`src/rtl/hitcount_seg_driver.sv`:
```
// Hit-counter display driver: double-dabble BCD conversion plus 4-digit multiplexed 7-segment scan.
// Optional leading-zero blanking is enabled by defining HITCOUNT_SEG_LZB_EN.
module hitcount_seg_driver #(
  parameter int BIN_W        = 14,
  parameter int REFRESH_BITS = 17,
  parameter int SAT_VAL      = 9999
) (
  input  logic             clk,
  input  logic             rst,
  input  logic [BIN_W-1:0] num,
  output logic [6:0]       led,
  output logic [3:0]       a
);

  localparam int ITER_W = $clog2(BIN_W + 1);
  localparam logic [ITER_W-1:0] ITER_LAST = ITER_W'(BIN_W - 1);
  localparam logic [BIN_W-1:0]  SAT_LIM   = BIN_W'(SAT_VAL);

  typedef enum logic [1:0] {
    IDLE   = 2'd0,
    SHIFT  = 2'd1,
    COMMIT = 2'd2
  } state_t;

  state_t                  state_r, state_s;
  logic [BIN_W-1:0]        bin_r;
  logic [BIN_W-1:0]        raw_r;
  logic [BIN_W-1:0]        last_num_r;
  logic [15:0]             acc_r;
  logic [15:0]             adj_s;
  logic [15:0]             bcd_disp_r;
  logic [ITER_W-1:0]       iter_r;
  logic                    start_s;

  logic [REFRESH_BITS-1:0] refresh_r;
  logic [1:0]              idx_r, idx_s;
  logic                    init_r;
  logic                    wrap_s, load_s, blank_s;
  logic [3:0]              digit_s;
  logic [6:0]              led_r, led_s;
  logic [3:0]              a_r, a_s;

  function automatic logic [6:0] seg_glyph(input logic [3:0] d);
    logic [6:0] g;
    case (d)
      4'd0:    g = 7'b1000000;
      4'd1:    g = 7'b1111001;
      4'd2:    g = 7'b0100100;
      4'd3:    g = 7'b0110000;
      4'd4:    g = 7'b0011001;
      4'd5:    g = 7'b0010010;
      4'd6:    g = 7'b0000010;
      4'd7:    g = 7'b1111000;
      4'd8:    g = 7'b0000000;
      4'd9:    g = 7'b0010000;
      default: g = 7'b1111111;
    endcase
    return g;
  endfunction

  function automatic logic [15:0] bcd_adjust(input logic [15:0] b);
    logic [15:0] r;
    for (int i = 0; i < 4; i++) begin
      if (b[4*i +: 4] >= 4'd5) r[4*i +: 4] = b[4*i +: 4] + 4'd3;
      else                     r[4*i +: 4] = b[4*i +: 4];
    end
    return r;
  endfunction

  function automatic logic [BIN_W-1:0] sat_clamp(input logic [BIN_W-1:0] v);
    logic [BIN_W-1:0] r;
    if (v > SAT_LIM) r = SAT_LIM;
    else             r = v;
    return r;
  endfunction

`ifdef HITCOUNT_SEG_LZB_EN
  // A digit is dark when it and every higher digit are zero; the ones digit always shows.
  function automatic logic lz_blank(input logic [15:0] b, input logic [1:0] idx);
    logic r;
    case (idx)
      2'd1:    r = (b[15:4]  == 12'h000);
      2'd2:    r = (b[15:8]  == 8'h00);
      2'd3:    r = (b[15:12] == 4'h0);
      default: r = 1'b0;
    endcase
    return r;
  endfunction
`endif

  assign start_s = (num != last_num_r);
  assign adj_s   = bcd_adjust(acc_r);

  // Conversion FSM state register.
  always_ff @(posedge clk) begin
    if (!rst) state_r <= IDLE;
    else      state_r <= state_s;
  end

  // Conversion FSM next-state logic.
  always_comb begin
    state_s = state_r;
    case (state_r)
      IDLE: begin
        if (start_s) state_s = SHIFT;
        else         state_s = IDLE;
      end
      SHIFT: begin
        if (iter_r == ITER_LAST) state_s = COMMIT;
        else                     state_s = SHIFT;
      end
      COMMIT:  state_s = IDLE;
      default: state_s = IDLE;
    endcase
  end

  // Double-dabble datapath; the display register only ever takes a finished result.
  always_ff @(posedge clk) begin
    if (!rst) begin
      bin_r      <= '0;
      raw_r      <= '0;
      last_num_r <= '0;
      acc_r      <= 16'h0000;
      bcd_disp_r <= 16'h0000;
      iter_r     <= '0;
    end else begin
      case (state_r)
        IDLE: begin
          if (start_s) begin
            bin_r  <= sat_clamp(num);
            raw_r  <= num;
            acc_r  <= 16'h0000;
            iter_r <= '0;
          end
        end
        SHIFT: begin
          acc_r  <= {adj_s[14:0], bin_r[BIN_W-1]};
          bin_r  <= {bin_r[BIN_W-2:0], 1'b0};
          iter_r <= iter_r + ITER_W'(1);
        end
        COMMIT: begin
          // Raw value is recorded so a steady over-range input does not retrigger.
          bcd_disp_r <= acc_r;
          last_num_r <= raw_r;
        end
        default: iter_r <= '0;
      endcase
    end
  end

  // Next scan slot selection and its segment/anode pattern.
  always_comb begin
    wrap_s = &refresh_r;
    load_s = wrap_s | init_r;
    if (wrap_s) idx_s = idx_r + 2'd1;
    else        idx_s = idx_r;
    digit_s = bcd_disp_r[{idx_s, 2'b00} +: 4];
`ifdef HITCOUNT_SEG_LZB_EN
    blank_s = lz_blank(bcd_disp_r, idx_s);
`else
    blank_s = 1'b0;
`endif
    if (blank_s) begin
      led_s = 7'b1111111;
      a_s   = 4'b1111;
    end else begin
      led_s = seg_glyph(digit_s);
      a_s   = ~(4'b0001 << idx_s);
    end
  end

  // Scan counter and registered outputs; digit content is latched only at slot start.
  always_ff @(posedge clk) begin
    if (!rst) begin
      refresh_r <= '0;
      idx_r     <= 2'd0;
      init_r    <= 1'b1;
      led_r     <= 7'b1111111;
      a_r       <= 4'b1111;
    end else begin
      refresh_r <= refresh_r + REFRESH_BITS'(1);
      init_r    <= 1'b0;
      if (load_s) begin
        idx_r <= idx_s;
        led_r <= led_s;
        a_r   <= a_s;
      end
    end
  end

  assign led = led_r;
  assign a   = a_r;

endmodule

```
`config.mk`:
```
export PLATFORM = sky130hd
export DESIGN_NAME = hitcount_seg_driver
export DESIGN_NICKNAME = d
export VERILOG_FILES = /design/src/rtl/hitcount_seg_driver.sv
export SDC_FILE = /design/constraint.sdc
export NUM_CORES = 1
export LEC_CHECK = 0
export ABC_AREA = 1
export ABC_CLOCK_PERIOD_IN_PS = 3400
export CORE_MARGIN = 2
export CORE_UTILIZATION = 55
export CTS_CLUSTER_DIAMETER = 120
export CTS_CLUSTER_SIZE = 30
export DETAILED_ROUTE_END_ITERATION = 10
export PLACE_DENSITY = 0.84
export SLEW_MARGIN = 20
export SYNTH_ARGS = -nofsm -noshare
export SYNTH_HDL_FRONTEND = slang
export SYNTH_SLANG_ARGS = --single-unit
```
`constraint.sdc`:
```
create_clock -name clk -period 3.4 [get_ports clk]
set_clock_uncertainty 0.1 [all_clocks]
set_input_delay 0.68 -clock clk [delete_from_list [all_inputs] [get_ports clk]]
set_output_delay 0.68 -clock clk [all_outputs]
set_load 0.02 [all_outputs]
```
==> flow_metrics.py <==
metrics = {
    "outcome": {
        "outcome": "complete, no violations",
    },
    "drt": {
        "viasPerCell": 5.276,
        "drt-initial-drc-count": 193,
        "vias": 4696,
        "wl_per_cell_um": 12.15,
        "drc_errors": 0,
        "wirelength_um": 10810,
        "antenna_left": 0,
        "dr.pass1.iters": 5,
    },
    "timing": {
        "finalCritPeriodShare_pct": 92.08,
        "fin_ws_ns": 0.2692,
        "slew_headroom_pct": 35.62,
        "hold_viol": 0,
        "finalSetupViolCount": 0,
        "worst_pin_slew_ns": 0.9597,
        "fmax_ghz": 0.3194,
        "maxSlewViolCount": 0,
        "final.min_clock_period_ns": 3.131,
    },
    "worst_hold_path": {
        "hold_path_depth": 1,
        "hp-class": "reg -> reg",
    },
    "critical_path": {
        "cp.arrival_ns": 3.31,
        "end_kind": "flip-flop",
        "cp.depth": 25,
        "path_class": "reg -> reg",
        "critPathTopFamily": "simple AND/OR/NAND/NOR gates",
        "crit_slowest_cell": "dfxtp_2",
        "critPathMaxFanout": 7,
        "slowest_delay_ns": 0.36,
        "reg2reg_depth": 25,
        "cp-start-kind": "flip-flop",
        "critPathMostFrequentCell": "nand2_1",
        "crit_buf_inv": 3,
        "cp.required_ns": 3.58,
    },
    "layout": {
        "n_antenna_cell": 0,
        "drive_gt1_share_pct": 7.831,
        "fin_util_pct": 63.24,
        "mostFrequentLayoutCells": "nand2_1, dfxtp_1, inv_1, nor2_1, o21ai_0",
        "final_cells": 890,
        "areaGrowthSynthToFinish_pct": 11.81,
        "nFillCells": 837,
        "regArea_sq_mm": 0.002223,
        "multiInputGateArea_sq_mm": 0.002575,
        "mostFrequentLayoutCell": "nand2_1",
        "fin_nets": 803,
    },
    "power_and_ir_drop": {
        "finalPower_mw": 2.500,
        "p_leak_nw": 2.533,
        "irDropWorstVdd_uv": 223.9,
        "powerDensity_mw_per_mm2": 430.0,
    },
    "yosys": {
        "syn_area_sq_mm": 0.005201,
        "syn-instance-count": 756,
        "ys_seq_elements": 111,
        "async_flop_share_pct": 0,
        "ys_types": 34,
        "synth_nets": 785,
        "synth-seq-area-share_pct": 42.72,
        "synth_ff_type": "dfxtp_1",
        "avgSynthCellArea_sq_um": 6.880,
        "synth_enable_flop_cells": 0,
        "yosysWarnings": 0,
    },
    "placement": {
        "port_buffers": 26,
        "dpl_worst_slack_ns": 0.08792,
        "routabilityCongestion": 0.8813,
        "dp_hpwl_um": 7407,
        "dp_cells": 870,
    },
    "floorplanning": {
        "core_area_sq_mm": 0.009196,
        "num_io_pins": 27,
        "num_rows": 35,
        "die_w_um": 101.2,
        "initial_core_util_pct": 56.56,
        "die_y_um": 101.2,
        "die_area_sq_mm": 0.01025,
    },
    "clocking": {
        "cts_buffers": 9,
        "htree_levels": 3,
        "hold_buffers": 0,
        "clk_latency_ns": 0.38,
        "max-clock-path-buffers": 2,
        "clkTransAtPathRegs_ns": 0.10,
        "cts_tree": "built",
        "cts.sinks": 111,
        "cts_root_buf": "clkbuf_8",
    },
    "global_routing": {
        "grt_pass1_wl_um": 18890,
        "first_global_vias": 4418,
        "track_usage_pct": 22.26,
        "grt-ovfl-total": 0,
        "grt_max_degree": 64,
        "antenna_found_initial": 0,
    },
    "flow_run": {
        "cap_violations": 0,
    },
}
## Yosys cell counts (2+ instances only)
library cell | count | share of area, %
inv_2 | 3 | 0.22
o211ai_1 | 4 | 0.58
xnor2_1 | 3 | 0.51
nor3_1 | 9 | 0.87
o22ai_1 | 2 | 0.24
nand4_1 | 8 | 0.96
nor2_2 | 3 | 0.36
o21ai_0 | 72 | 6.9
dfxtp_1 | 111 | 43
a21oi_1 | 56 | 5.4
xor2_1 | 2 | 0.34
inv_1 | 87 | 6.3
buf_1 | 2 | 0.14
nand2_2 | 6 | 0.72
nand3b_1 | 6 | 0.87
or2_2 | 3 | 0.36
nor2_1 | 87 | 6.3
nand2_1 | 180 | 13
clkbuf_1 | 19 | 1.4
buf_2 | 7 | 0.67
nand3_1 | 60 | 5.8
nand2_4 | 2 | 0.43
ha_1 | 13 | 3.1
## per-stage QoR
step | hold WS, ns | instance area (sq um) | setup TNS [ns]
finish | 0.3253 | 5816 | 0
global route | 0.3364 | 5816 | -0.04042
CTS | 0.3497 | 5722 | 0
detailed placement | 0.3270 | 5518 | 0
global placement | 0.3274 | 5518 | 0
floorplan | 0.3136 | 5201 | 0
## state kept, by name, indices dropped and copies added (netlist names)
signal and flops:
refresh_r 17, acc_r 16, bcd_disp_r 16, bin_r 14
last_num_r 14, raw_r 14, led 7, a 4
iter_r 4, idx_r 2, state_r 2, init_r 1
## worst reg2reg max path, cell delays in order, from the launching register on
cell and delay, ns:
dfxtp_2 0.36, ha_2 0.19, nand3_2 0.10, nor2_2 0.11
nand2_1 0.07, nor2_2 0.18, nand3_2 0.11, nor3_2 0.11
nand3_1 0.08, nor2_1 0.13, ha_2 0.26, nand2_4 0.11
inv_1 0.12, nor2_4 0.07, nand2_1 0.07, nand3_1 0.08
nand2_2 0.07, inv_1 0.05, ha_1 0.27, nand3_1 0.09
nand2_1 0.08, inv_1 0.03, nand2_1 0.04, nand2_1 0.05
nand2_1 0.05, nand2_1 0.05
## layout make-up
cell class,instances,area share [%]
clock buffer,10,2.367
clock inverter,6,1.140
inverter,91,5.917
multi-input combinational,525,44.28
sequential,111,38.23
tap,111,2.388
timing repair buffer,36,5.680
## kinds of logic (layout without fill, tap and decap cells)
family	Yosys count	count (layout)	synth area share (%)
flops	111	111	42.72
buf+inv	120	143	8.973
compound gates	140	140	13.98
simple gates	367	367	30.36
fa+ha+maj	13	13	3.127
xor+xnor	5	5	0.8421
## power by group
part / total, mW / internal (mW) / switching [mW]
Sequential: 1.39 / 1.36 / 0.0305
Clock: 0.820 / 0.367 / 0.453
Combinational: 0.293 / 0.104 / 0.190
## per-layer routing
layer / global-route usage [%] / vias up / routed length, um
met2: 38.26 / 73 / 5161
met5: 0 / - / 0
met1: 27.80 / 2146 / 5081
li1: - / 2459 / -
met4: 7.796 / 0 / 189
met3: 4.555 / 18 / 377
## worst paths after layout
kind,start,slack [ns],endpoint
worst max register to register,refresh_r[0],0.27,led[3]
worst max-delay path,refresh_r[0],0.27,led[3]
worst min-delay path,refresh_r[0],0.33,refresh_r[0]
worst min register to register,refresh_r[0],0.33,refresh_r[0]
## timing repair
item | in CTS | in global routing
endpoints found under the hold margin | 0 | 0
setup buffers | 0 | 4
setup endpoints to repair | 0 | 7
resized for setup | 0 | 18
(Power assumes the default switching activity.)
